File: config.mk
export PLATFORM = sky130hd
export DESIGN_NAME = c1_weight_loader
export DESIGN_NICKNAME = d
export VERILOG_FILES = /design/src/rtl/c1_pkg.sv /design/src/rtl/c1_weight_loader_rd_valid_pipe.sv /design/src/rtl/c1_weight_loader.sv
export SDC_FILE = /design/constraint.sdc
export NUM_CORES = 1
export LEC_CHECK = 0
export BUFFER_PORTS_ARGS = -buffer_cell sky130_fd_sc_hd__buf_2
export CORE_ASPECT_RATIO = 1.75
export CORE_MARGIN = 3
export CORE_UTILIZATION = 51
export DETAILED_ROUTE_END_ITERATION = 12
export GPL_TIMING_DRIVEN = 1
export MAX_ROUTING_LAYER = met4
export PLACE_DENSITY_LB_ADDON = 0.2
export SYNTH_ARGS = -nofsm -noshare
export SYNTH_HDL_FRONTEND = slang
export SYNTH_SLANG_ARGS = --single-unit
File: constraint.sdc
create_clock -name i_sclk -period 2.2 [get_ports i_sclk]
set_input_delay 0.11 -clock i_sclk [delete_from_list [all_inputs] [get_ports i_sclk]]
set_output_delay 0.11 -clock i_sclk [all_outputs]
set_load 0.02 [all_outputs]
File: src/rtl/c1_pkg.sv
// Shared conv1 constants and loader state encoding.
// Latency: n/a (declarations only).
// Backpressure: n/a.
package c1_pkg;

    localparam int C1_WD      = 8;
    localparam int C1_NW      = 25;
    localparam int C1_NUM     = 6;
    localparam int C1_NWEIGHT = C1_NW * C1_NUM;

    typedef enum logic [1:0] {
        ST_IDLE  = 2'd0,
        ST_FETCH = 2'd1,
        ST_DRAIN = 2'd2,
        ST_DONE  = 2'd3
    } c1_wload_state_e;

endpackage

File: src/rtl/c1_weight_loader_rd_valid_pipe.sv
// Purpose: DEPTH-deep 1-bit delay line with async active-low clear; aligns
//          the ROM read strobe with the returning ROM data.
// Latency: DEPTH cycles.  Backpressure: none, free-running shift.
// Ports: i_sclk clock, i_rstn async active-low clear, i_din strobe in,
//        o_dout strobe delayed by DEPTH cycles.
module rd_valid_pipe #(
    parameter int DEPTH = 2
) (
    input  logic i_sclk,
    input  logic i_rstn,
    input  logic i_din,
    output logic o_dout
);

    logic [DEPTH-1:0] sr_q;

    generate
        if (DEPTH == 1) begin : g_one
            always_ff @(posedge i_sclk or negedge i_rstn) begin
                if (!i_rstn) begin
                    sr_q <= '0;
                end else begin
                    sr_q <= i_din;
                end
            end
        end else begin : g_multi
            always_ff @(posedge i_sclk or negedge i_rstn) begin
                if (!i_rstn) begin
                    sr_q <= '0;
                end else begin
                    sr_q <= {sr_q[DEPTH-2:0], i_din};
                end
            end
        end
    endgenerate

    assign o_dout = sr_q[DEPTH-1];

endmodule

File: src/rtl/c1_weight_loader.sv
// Purpose: on a start pulse, read NW*NUM conv1 weights from the weight ROM and
//          emit them as one gap-free c1_weight_data/c1_weight_en burst.
// Latency: start -> done is NW*NUM + RD_LAT + 2 cycles; none back-pressure -
//          the downstream demux buffer must accept one word per cycle.
// Ports: i_sclk/i_rstn clock and async active-low reset; i_start/i_base_addr
//        load request; o_rom_rd/o_rom_addr/i_rom_data ROM read port;
//        c1_weight_data/c1_weight_en weight stream; o_busy/o_done status;
//        o_cksum weight checksum (only live when C1_WLOAD_CKSUM_EN is defined,
//        otherwise tied to 0).
// Constraints: 2**AW >= NW*NUM, RD_LAT in 1..4.
module c1_weight_loader
    import c1_pkg::*;
#(
    parameter int WD     = C1_WD,
    parameter int NW     = C1_NW,
    parameter int NUM    = C1_NUM,
    parameter int AW     = 8,
    parameter int RD_LAT = 2
) (
    input  logic          i_sclk,
    input  logic          i_rstn,
    input  logic          i_start,
    input  logic [AW-1:0] i_base_addr,
    output logic          o_rom_rd,
    output logic [AW-1:0] o_rom_addr,
    input  logic [WD-1:0] i_rom_data,
    output logic [WD-1:0] c1_weight_data,
    output logic          c1_weight_en,
    output logic          o_busy,
    output logic          o_done,
    output logic [15:0]   o_cksum
);

    localparam int NTOT = NW * NUM;
    // One counter serves both the read index in FETCH and the drain wait.
    localparam int CW   = $clog2(NTOT + 1);

    c1_wload_state_e state_q, state_d;
    logic [CW-1:0]   cnt_q, cnt_d;
    logic [AW-1:0]   base_q;
    logic            start_acc;
    logic            rd_vld_tail;

    // Only a start seen in IDLE is a load request; anything else is dropped.
    assign start_acc = i_start && (state_q == ST_IDLE);

    always_ff @(posedge i_sclk or negedge i_rstn) begin
        if (!i_rstn) begin
            state_q <= ST_IDLE;
            cnt_q   <= '0;
            base_q  <= '0;
        end else begin
            state_q <= state_d;
            cnt_q   <= cnt_d;
            if (start_acc) begin
                base_q <= i_base_addr;
            end
        end
    end

    always_comb begin
        state_d = state_q;
        cnt_d   = cnt_q;
        case (state_q)
            ST_IDLE: begin
                if (i_start) begin
                    state_d = ST_FETCH;
                    cnt_d   = '0;
                end
            end
            ST_FETCH: begin
                if (cnt_q == CW'(NTOT - 1)) begin
                    state_d = ST_DRAIN;
                    cnt_d   = '0;
                end else begin
                    cnt_d = cnt_q + 1'b1;
                end
            end
            ST_DRAIN: begin
                // RD_LAT+1 cycles: RD_LAT for the ROM, one for the output register.
                if (cnt_q == CW'(RD_LAT)) begin
                    state_d = ST_DONE;
                    cnt_d   = '0;
                end else begin
                    cnt_d = cnt_q + 1'b1;
                end
            end
            ST_DONE: begin
                state_d = ST_IDLE;
            end
            default: begin
                state_d = ST_IDLE;
                cnt_d   = '0;
            end
        endcase
    end

    // Address wraps modulo 2**AW by plain truncating addition.
    assign o_rom_rd   = (state_q == ST_FETCH);
    assign o_rom_addr = o_rom_rd ? (base_q + AW'(cnt_q)) : '0;
    assign o_busy     = (state_q != ST_IDLE);
    assign o_done     = (state_q == ST_DONE);

    rd_valid_pipe #(
        .DEPTH (RD_LAT)
    ) u_rd_valid_pipe (
        .i_sclk (i_sclk),
        .i_rstn (i_rstn),
        .i_din  (o_rom_rd),
        .o_dout (rd_vld_tail)
    );

    // Data is forced to zero outside the burst so the buffer never sees stale words.
    always_ff @(posedge i_sclk or negedge i_rstn) begin
        if (!i_rstn) begin
            c1_weight_en   <= 1'b0;
            c1_weight_data <= '0;
        end else begin
            c1_weight_en   <= rd_vld_tail;
            c1_weight_data <= rd_vld_tail ? i_rom_data : '0;
        end
    end

`ifdef C1_WLOAD_CKSUM_EN
    logic [15:0] acc_q;
    logic [15:0] acc_nxt;
    logic [15:0] cksum_q;

    assign acc_nxt = acc_q + (c1_weight_en ? 16'(c1_weight_data) : 16'd0);

    // The last word is on the bus in the final DRAIN cycle, so the published
    // checksum takes acc_nxt rather than acc_q.
    always_ff @(posedge i_sclk or negedge i_rstn) begin
        if (!i_rstn) begin
            acc_q   <= '0;
            cksum_q <= '0;
        end else begin
            if (start_acc) begin
                acc_q <= '0;
            end else begin
                acc_q <= acc_nxt;
            end
            if ((state_q == ST_DRAIN) && (state_d == ST_DONE)) begin
                cksum_q <= acc_nxt;
            end
        end
    end

    assign o_cksum = cksum_q;
`else
    assign o_cksum = 16'd0;
`endif

endmodule

== Word level (Yosys, flattened, before mapping) ==
Cells that the tools add are included.
W data, S select, Z words.
Storage, ports and cells
  output and inout port bits: 36
  logic and storage cells: 32
  bits of input ports: 19
  flip-flop bits (word level): 29
Operators by class
  $add $sub $neg: 2
  reductions and logical operators: 6
  mux-type cells: 10
  equal/unequal tests: 8
Operators by type and width (number)
  $mux W8: 5
  $pmux W8 S3: 1
  $add A8 B1 Y8 const B: 1
  $add A8 B8 Y8: 1
  $eq A8 B2 Y1 const B: 1
  $eq A8 B8 Y1 const B: 1
  $pmux W2 S4: 1
  $mux W2: 3
  $eq A2 B2 Y1 const B: 2
  $ne A2 B2 Y1 const B: 2
  $reduce_and A3 Y1: 1
  $reduce_bool A3 Y1: 1
  $eq A2 B1 Y1 const B: 1
  $logic_not A2 Y1: 1
  $ne A2 B1 Y1 const B: 1
  $reduce_and A2 Y1: 1
  $reduce_bool A2 Y1: 1
  $logic_and A1 B1 Y1: 1

== Longest topological paths before layout ==
Gate-level depths: netlist of run 1.
  word-level depth: 3
  mapped depth: 7
  gate-level depth less buffers: 6

== Modules after synthesis ==
Synthesis of run 1 repeated with hierarchy kept, for this count alone.
Second synthesis, totals
  cells, all modules: 174
  area total of the unflattened synthesis: 1814.2 um2
By module, submodules not included
  c1_weight_loader: sequential area each 675.6 um2, area each 1764.2 um2, instances 1, cells each 172
  rd_valid_pipe: sequential area each 50.0 um2, area each 50.0 um2, instances 1, cells each 2

== Worst setup path after synthesis of run 1 ==
Ideal clock, no wire load.
  kind: register to register
  start: reg cnt_q[0]
  end: reg state_q[1]
  period minus slack after synthesis: 1979 ps
  cell stages (with the launch flop): 8
  arrival time: 1854 ps
  data required time: 2075 ps
  buffers on the path: 1
  library setup time: 125 ps
  path slack: 221 ps
  cells stage by stage: dfrtp_1 > inv_1 > ha_1 > or4b_1 > a221o_1 > buf_6 > nor2_8 > mux2_4
On the way
  longest elaborated chain between the ends: 3
  elaborated cells between the ends (all ways): 5
  those cells by class: eq/ne (4); reduce/logical (1)
RTL lines
  from (decl): line c1_weight_loader.sv:39  | logic [CW-1:0] cnt_q, cnt_d;
  from (signal assigned): line c1_weight_loader.sv:54  | cnt_q <= cnt_d;
  $eq A8 B2 Y1 / $eq A8 B8 Y1 (equally long branches): line c1_weight_loader.sv:81, c1_weight_loader.sv:72
  $ne A2 B2 Y1 (no source line) / $ne A2 B1 Y1 (equally long branches)
  $reduce_and A3 Y1 (no source line) *
  to (signal assigned): line c1_weight_loader.sv:53  | state_q <= state_d;
  to (decl): line c1_weight_loader.sv:38  | c1_wload_state_e state_q, state_d;
Mark *: on every way between the ends. The rest lies on a longest branch, timed or not.
A chain may end at the register's enable or synchronous reset.

== Worst setup path in the final report of run 1 ==
  start: reg cnt_q[0]
  end: out o_rom_addr[6]
On the way
  longest elaborated chain between the ends: 2
RTL lines
  $add A8 B8 Y8: line c1_weight_loader.sv:100  | assign o_rom_addr = o_rom_rd ? (base_q + AW'(cnt_q)) : '0;
  $mux W8: line c1_weight_loader.sv:100
  to (decl): line c1_weight_loader.sv:25  | output logic [AW-1:0] o_rom_addr,
Every way passes these cells.

==> results by stage, run 1 <==
Outcome:
- The run finished with clean final reports.

Floorplanning:
- The width of the die is ~51 microns.
- For this configuration, the core starts out at a cell density of between 50% and 60%.
- The floorplan die height is roughly 85 microns.
- For this design the top-level I/O count stands at 55.
- After floorplanning, the core was divided into 28 placement rows.
- The die covers roughly 0.0043 sq mm.
- The area of the core is 0.003398 sq mm.

Routing:
- The count of nets left with antenna violations once routing finished came out at 0.
- The first routing iteration left 61 violations.
- The final layout contains routed wiring with a total length of 3.866 mm.
- For this run, design rule violations remaining after detail routing come to 0.
- The vias per cell is approximately 5.2.
- Dividing the detail-routed wire length by the instance count gives 14.37 microns.
- The final route contains about 1400 vias.
- The first-pass detailed-route iteration total is 4.

Global routing:
- The first global-routing pass estimated roughly 6.5 mm of wire.
- Summed over all layers, the global routing overflow is 0.
- The total routing usage reported by global routing is between 20% and 30%.
- The initial antenna violation count is 0.
- The via count of the first global-routing pass was 1442.
- Entering global routing, the biggest net connects 30 pins.

Synth:
- The share of synthesized flip-flops with an asynchronous set or reset is 100.0%.
- The synthesized netlist cell count is about 180.
- The fraction of the yosys area taken by sequential cells is 40.22%.
- The top flip-flop cell by instance count after synthesis is sky130_fd_sc_hd__dfrtp_1.
- The area of the mapped netlist is between 0.0015 and 0.002 sq mm.
- In this run, synthesis produced a sequential element count of 29.
- The synthesized design spends more area on one cell type than any other, namely sky130_fd_sc_hd__dfrtp_1.
- The dominant cell by count in the synthesized netlist is sky130_fd_sc_hd__dfrtp_1.
- During synthesis, Yosys emitted a total of 0 warnings.
- The area share of the leading cell type in the synthesized netlist is about two fifths.
- The synthesized design contains 0 enable-type register cells.
- The distinct cell type count after synthesis is 43.
- Ranked by total cell area, the synthesized netlist is headed by sky130_fd_sc_hd__dfrtp_1 (40%), sky130_fd_sc_hd__ha_1 (10%), sky130_fd_sc_hd__buf_4 (6.7%).
- In the synthesized netlist, the cells that appear most often are sky130_fd_sc_hd__dfrtp_1 (29), sky130_fd_sc_hd__buf_4 (16), sky130_fd_sc_hd__ha_1 (15).
- A synthesized cell averages roughly 10 sq um.

Timing:
- The final-layout worst hold slack is roughly 0.037 ns.
- Clock skew on the completed layout was measured at 0.002570 ns.
- The upper clock frequency limit is 467.3 MHz.
- At the pin with the least slew margin, the transition time is 0.6320 ns.
- The worst setup margin is ~0.060 ns.
- The hold violation total from the final report is 0.
- The final critical-path share of the clock period is about 97%.
- Setup violations remaining at the end of the flow were counted as 0.
- Counting I/O delays and the setup requirement, the final critical path takes ~2.1 ns.
- The headroom to the max-slew limit is 57.86%.
- The number of pins with negative max-slew slack in the final report came to 0.

Place:
- At the placement stage, the worst setup path has a slack of about 0.11 ns.
- Routability-driven placement finished with a final weighted congestion of 0.8979.
- The half-perimeter wire length after placement is around 2.9 mm.
- Input and output buffers added on the ports amount to 38.
- The placed instance count is between 200 and 300.

Critical path:
- The slowest stage of the critical path is the sky130_fd_sc_hd__or4_1 cell.
- The endpoint required time on the critical path is approximately 2.1 ns.
- The launching element type of the critical path is a register.
- The cell family contributing the most delay on the critical path is simple AND/OR/NAND/NOR gates.
- The worst path arrival time is 2.03 ns.
- The endpoint type of the worst setup path is an output port.
- The depth of the critical timing path with buffers and inverters included is 7.
- By startpoint and endpoint, the worst setup path is classified as register to output port.
- The worst register-to-register path has a depth of 6.
- On the worst path, the slowest cell contributes a delay of about 0.48 ns.
- The number of buffer and inverter stages on the critical path is 1.
- In this run the worst path has a maximum fanout of 4.
- The critical path goes through ha_4 -> fa_2 -> a21o_1 -> a21oi_2 -> or4_1 -> nand3_1 -> buf_2.

CTS:
- CTS built an H-tree with a depth of 2.
- Counting the buffers created by CTS gives 5.
- TritonCTS built the clock tree.
- The maximum clock insertion buffer count is 2.
- The worst-skew pair later-pin latency is approximately 0.28 ns.
- The cell at the root of the clock tree is sky130_fd_sc_hd__clkbuf_8.
- The clock net sink count is 29.
- The post-CTS clock slew at the launch and capture registers of the worst setup and hold paths is approximately 0.06 ns.

Worst hold path:
- The worst hold path belongs to the class primary input to register.
- Along the worst hold path, the cell count comes to 2.

Finish:
- The area growth from synthesis to final layout is 24.13%.
- The final instance count without filler cells is 269.
- 0 antenna diodes ended up in the layout.
- The number of nets at the end of the flow is about 260.
- The share of cells above drive strength 1 is 34.82%.

Pwr:
- Across the VDD grid, the largest voltage drop is roughly 0.89 mV.
- The power density over the cells is around 1300 mW/mm^2.
- The standby leakage power is approximately 0.0011 uW.

Run:
- Max-cap violations in this run came to 0.
==> layout by cell type (no fill, tap or decap), types with 7 or more instances in the layout <==
cell                      instances
sky130_fd_sc_hd__and2_1          10
sky130_fd_sc_hd__buf_2           37
sky130_fd_sc_hd__buf_4            7
sky130_fd_sc_hd__conb_1          16
sky130_fd_sc_hd__dfrtp_1         29
sky130_fd_sc_hd__ha_1            11
sky130_fd_sc_hd__inv_1           10
sky130_fd_sc_hd__mux2_2           8
sky130_fd_sc_hd__nand2_1         11
==> where the power goes <==
part,total [uW],internal (uW),switching (uW)
clock,568,369,199
combinational,1550,673,882
sequential,839,706,133
==> cells by family after synthesis <==
group           Yosys count  share of synthesized area [%]
mux                      14                          8.599
buf+inv                  30                          9.987
flops                    29                          40.22
other cells               1                         0.2078
fa+ha+maj                16                          11.51
xor+xnor                  3                          1.457
simple gates             53                          17.13
compound gates           29                          10.89
==> per-layer routing <==
metal  share of wire [%]  global-route usage [%]  vias to the layer above
met2                  57                   35.02                       48
met3                 4.1                   3.197                       13
met5                   0                       -                        -
met1                  36                   21.04                      665
met4                 3.0                   11.52                        0
li1                    -                       -                      672
==> layout make-up <==
class                   instances  area, sq um
clock buffers                   7        86.33
clock inverters                 1        30.03
fillers                       297         1159
inverters                      10        37.54
multi-input cells             131         1045
flip-flops and latches         29        725.7
well taps                      45        56.30
repair buffers                 46        259.0
==> state kept, by name, indices dropped and copies added (netlist names) <==
register	cells
u_rd_valid_pipe.sr_q	2
base_q	8
state_q	2
c1_weight_en	1
cnt_q	8
c1_weight_data	8
==> final timing paths <==
kind                            slack [ns]                    start                 endpoint
worst max-delay path                  0.06                 cnt_q[0]            o_rom_addr[6]
worst max register to register        0.11                 cnt_q[0]               state_q[1]
min in group asynchronous             0.37                   i_rstn        c1_weight_data[0]
max in group asynchronous             1.41                   i_rstn                base_q[3]
worst min-delay path                  0.04            i_rom_data[3]        c1_weight_data[3]
worst min register to register        0.35  u_rd_valid_pipe.sr_q[0]  u_rd_valid_pipe.sr_q[1]
==> timing repair <==
item | 4_1_cts | 5_1_grt
endpoints found under the hold margin | 29 | 0
setup buffers | 0 | 2
resized for setup | 4 | 14
hold buffers | 1 | 0
pin swaps | 1 | 5
endpoints found under the setup margin | 4 | 5
==> through the flow <==
step | total power (uW) | instance area [sq um] | utilization, % | setup TNS [ns]
2_1_floorplan | 1918 | 1861 | - | 0
3_3_place_gp | 2185 | 2002 | 58.91 | 0
3_5_place_dp | 2244 | 2002 | 58.91 | 0
4_1_cts | 2849 | 2142 | 63.03 | 0
5_1_grt | 3180 | 2240 | 65.91 | -0.02891
6_report | 2962 | 2240 | 65.91 | 0
Power figures use the tool's default switching activity.
==> run 2, diff against run 1 <==
--- a/config.mk
+++ b/config.mk
@@ -13,6 +13,8 @@
 export GPL_TIMING_DRIVEN = 1
 export MAX_ROUTING_LAYER = met4
 export PLACE_DENSITY_LB_ADDON = 0.2
+export SETUP_SLACK_MARGIN = 0.1
 export SYNTH_ARGS = -nofsm -noshare
 export SYNTH_HDL_FRONTEND = slang
+export SYNTH_HIERARCHICAL = 1
 export SYNTH_SLANG_ARGS = --single-unit
==> results by stage, run 2 <==
Outcome:
- The flow ran to the end, and the final reports show no timing, DRC or antenna violations.

Routing:
- After the first detailed-routing iteration, the DRC count stood at slightly above 50.
- Before antenna repair, the detailed router went through 4 iterations.
- After detailed routing, the total wire length is roughly 4 mm.
- The count of vias placed by the detailed router is 1426.
- The number of antenna-violating nets in the routed design is 0.
- In the routed design, unresolved DRC markers number 0.
- The average routed wire per standard cell is around 15 microns.
- After detailed routing, the number of vias per cell comes to 5.281.

Global routing:
- The via count of the first global-routing pass is around 1500.
- The met1 track demand over resource is approximately 23%.
- Entering global routing, the biggest net connects 30 pins.
- The initial antenna violation count came to 0.
- The global-route wire length before repair is between 6 and 7 mm.
- met2 is the most crowded layer.
- The total routing usage reported by global routing is a little over a fifth.
- Global routing used 3.691% of the available met3 tracks.
- The met2 global-route usage is approximately 37%.
- The remaining global-route overflow is 0.

Finish:
- The top cell types in the final layout, fill and taps aside, are sky130_fd_sc_hd__buf_2 (34), sky130_fd_sc_hd__dfrtp_1 (29), sky130_fd_sc_hd__conb_1 (16), sky130_fd_sc_hd__buf_4 (12), sky130_fd_sc_hd__and2_1 (11).
- The repair_antennas step left the layout with diodes totalling 0.
- The library cell used most frequently in the layout, excluding fill and tap cells, is sky130_fd_sc_hd__buf_2.
- The number of nets at the end of the flow is around 260.
- The largest registers in the layout are base_q: 8 flops, c1_weight_data: 8 flops, cnt_q: 8 flops.
- The area growth from synthesis to layout is 24.90%.
- The number of fillers in the final layout is 280.
- The share of cells above drive strength 1 is about two fifths.

Timing:
- The summed negative setup slack over all endpoints is 0 ns.
- For the final database, setup skew stands at 0.005024 ns.
- The transition time at the pin with the least slew margin is around 0.65 ns.
- In this run the tightest slew margin relative to its limit is 56.90%.
- The upper clock frequency limit is just under 500 MHz.
- The total setup violations reported at the end of the flow is 0.
- The worst path needs ~2.1 ns of the cycle, external delays included.
- The hold violation total from the final report is 0.
- Setup repair after global routing could not meet its margin everywhere.
- The number of pins with negative max-slew slack in the final report is 0.
- The final critical-path share of the clock period is 94.60%.

Critical path:
- Along the worst path, the maximum fanout reaches 3.
- The critical path in this run is classified as register to output port.
- For the worst setup path, the data required time is roughly 2.1 ns.
- The endpoint type of the worst setup path is an output port.
- The worst setup path is launched from a register.
- Data arrives at the worst endpoint at between 1.5 and 2 ns.

Synth:
- By area the synthesized netlist is led by sky130_fd_sc_hd__dfrtp_1 (40%), sky130_fd_sc_hd__ha_1 (10%), sky130_fd_sc_hd__buf_4 (6.6%).
- The dominant cell by count in the synthesized netlist is sky130_fd_sc_hd__dfrtp_1.
- In the synthesized netlist the dominant register cell turns out to be sky130_fd_sc_hd__dfrtp_1.
- The area share of the leading cell type in the synthesized netlist is 40.00%.
- The number of warnings printed during yosys synthesis is 6.
- For this run, the register share of the synthesized area comes to between 40% and 50%.
- Sorting the synthesized cells by how often they occur yields sky130_fd_sc_hd__dfrtp_1 (29), sky130_fd_sc_hd__buf_4 (16), sky130_fd_sc_hd__ha_1 (15).
- The number of flops mapped to enable cells by yosys is 0.
- After synthesis the cells add up to 0.001814 sq mm.
- In the synthesized netlist, the number of instances is about 170.
- For this run, asynchronously set or reset flops after synthesis account for 100.0%.
- In this run the mean area of a mapped cell was approximately 10 sq um.
- In this run, distinct cell masters in the synthesized netlist total 43.
- The flop and latch count out of synthesis is 29.
- sky130_fd_sc_hd__dfrtp_1 takes more of the synthesized area than any other cell.

Pwr:
- The power after layout is a little over 1000 uW.
- Power spread over the standard cell area amounts to between 400 and 500 mW/mm^2.
- Across the VDD grid, the largest voltage drop is roughly 0.48 mV.
- For this design the static power due to leakage is approximately 0.0012 uW.

CTS:
- At the later pin of the worst-skew pair, clock insertion delay measures between 0.2 and 0.3 ns.
- CTS built an H-tree with a depth of 2.
- The number of clock buffers inserted by TritonCTS is 5.
- The clock net in this run drives a total of 29 sinks.
- After clock tree synthesis, the clock-pin slew on the worst setup and hold paths is about 0.06 ns.
- The maximum clock insertion buffer count is 2.
- The CTS tree is yes.
- In this run the clock root is driven by a sky130_fd_sc_hd__clkbuf_8.

Floorplanning:
- The area of the core is approximately 0.0034 sq mm.
- Row generation in the floorplan step produced 28 rows.
- The floorplan die height is ~85 microns.
- From left edge to right edge, the die measures a little over 50 microns.
- For this configuration, the core starts out at a cell density of 53.39%.
- The die covers 0.004337 sq mm.
- The number of top-level pins is between 50 and 60.

Run:
- The number of violations of the max-capacitance limit is 0.

Place:
- At the end of routability-driven placement, the weighted congestion stood at slightly below 0.9.
- Buffers placed on the I/O ports in this run total 38.
- After legalization and detailed placement, the total HPWL measured 2.998 mm.

Worst hold path:
- The classification of the worst-slack hold path is primary input to register.
==> run 2: stage by stage <==
step	hold slack, ns	area [sq um]	setup slack [ns]	cells	util (%)
detailed placement	0.1765	2008	0.09933	257	59.09
finish	0.04556	2266	0.1187	270	66.68
CTS	0.03744	2221	0.06692	268	65.35
floorplan	-0.1856	1871	0.2202	189	-
global placement	0.1556	2008	0.1436	257	59.09
global route	0.03363	2266	0.01621	270	66.68
==> run 2: routing by layer <==
metal	share of wire [%]	up-vias
li1	-	678
met1	36	694
met2	58	45
met3	2.8	9
met4	2.3	0
met5	0	-
==> run 2: worst max-delay path, stage by stage (launching register included) <==
cell and delay, ns:
sky130_fd_sc_hd__dfrtp_1 0.42, sky130_fd_sc_hd__ha_4 0.18, sky130_fd_sc_hd__fa_2 0.35, sky130_fd_sc_hd__a21o_1 0.20, sky130_fd_sc_hd__a21oi_2 0.18, sky130_fd_sc_hd__or4_4 0.15
sky130_fd_sc_hd__nand3_2 0.07, sky130_fd_sc_hd__buf_6 0.14
==> run 2: worst paths after layout <==
kind | startpoint | endpoint | slack (ns) | depth (start not counted)
worst min-delay path | i_rom_data[3] | c1_weight_data[3] | 0.05 | 2
worst min register to register | u_rd_valid_pipe/sr_q[0] | u_rd_valid_pipe/sr_q[1] | 0.35 | 0
min in group asynchronous | i_rstn | c1_weight_data[3] | 0.40 | 2
worst max-delay path | cnt_q[0] | o_rom_addr[6] | 0.12 | 7
worst max register to register | cnt_q[0] | state_q[1] | 0.13 | 6
max in group asynchronous | i_rstn | base_q[1] | 1.38 | 2
==> run 2: timing repair <==
action                                 CTS  global route
gates resized for setup                 19             8
pin swaps                                8             2
buffers inserted                         2             2
endpoints found under the hold margin   29             0
setup endpoints to repair                5             7
hold buffers                             1             0
==> run 2: cells by family after synthesis <==
family | share of synthesized area, %
compound gates | 11.03
xor+xnor | 1.449
fa+ha+maj | 11.45
buf+inv | 10.55
flops | 40.00
mux | 8.552
other cells | 0.2067
simple gates | 16.76
==> run 2: power breakdown <==
group,total [uW],internal [uW],leakage [uW],switching (uW)
combinational,74.1,21.3,0.000764,52.9
clock,410,218,0.0000450,192
sequential,542,541,0.000341,1.56
total,1030,780,0.00115,246
==> run 2: layout make-up <==
| cell class | count | area (sq um) | share of cell area [%] |
|---|---|---|---|
| Sequential cell | 29 | 725.7 | 32.03 |
| Timing Repair Buffer | 49 | 292.8 | 12.92 |
| Tap cell | 45 | 56.30 | 2.485 |
| Clock inverter | 2 | 10.01 | 0.4417 |
| Clock buffer | 6 | 72.57 | 3.203 |
| Multi-Input combinational cell | 129 | 1071 | 47.27 |
| Inverter | 10 | 37.54 | 1.657 |
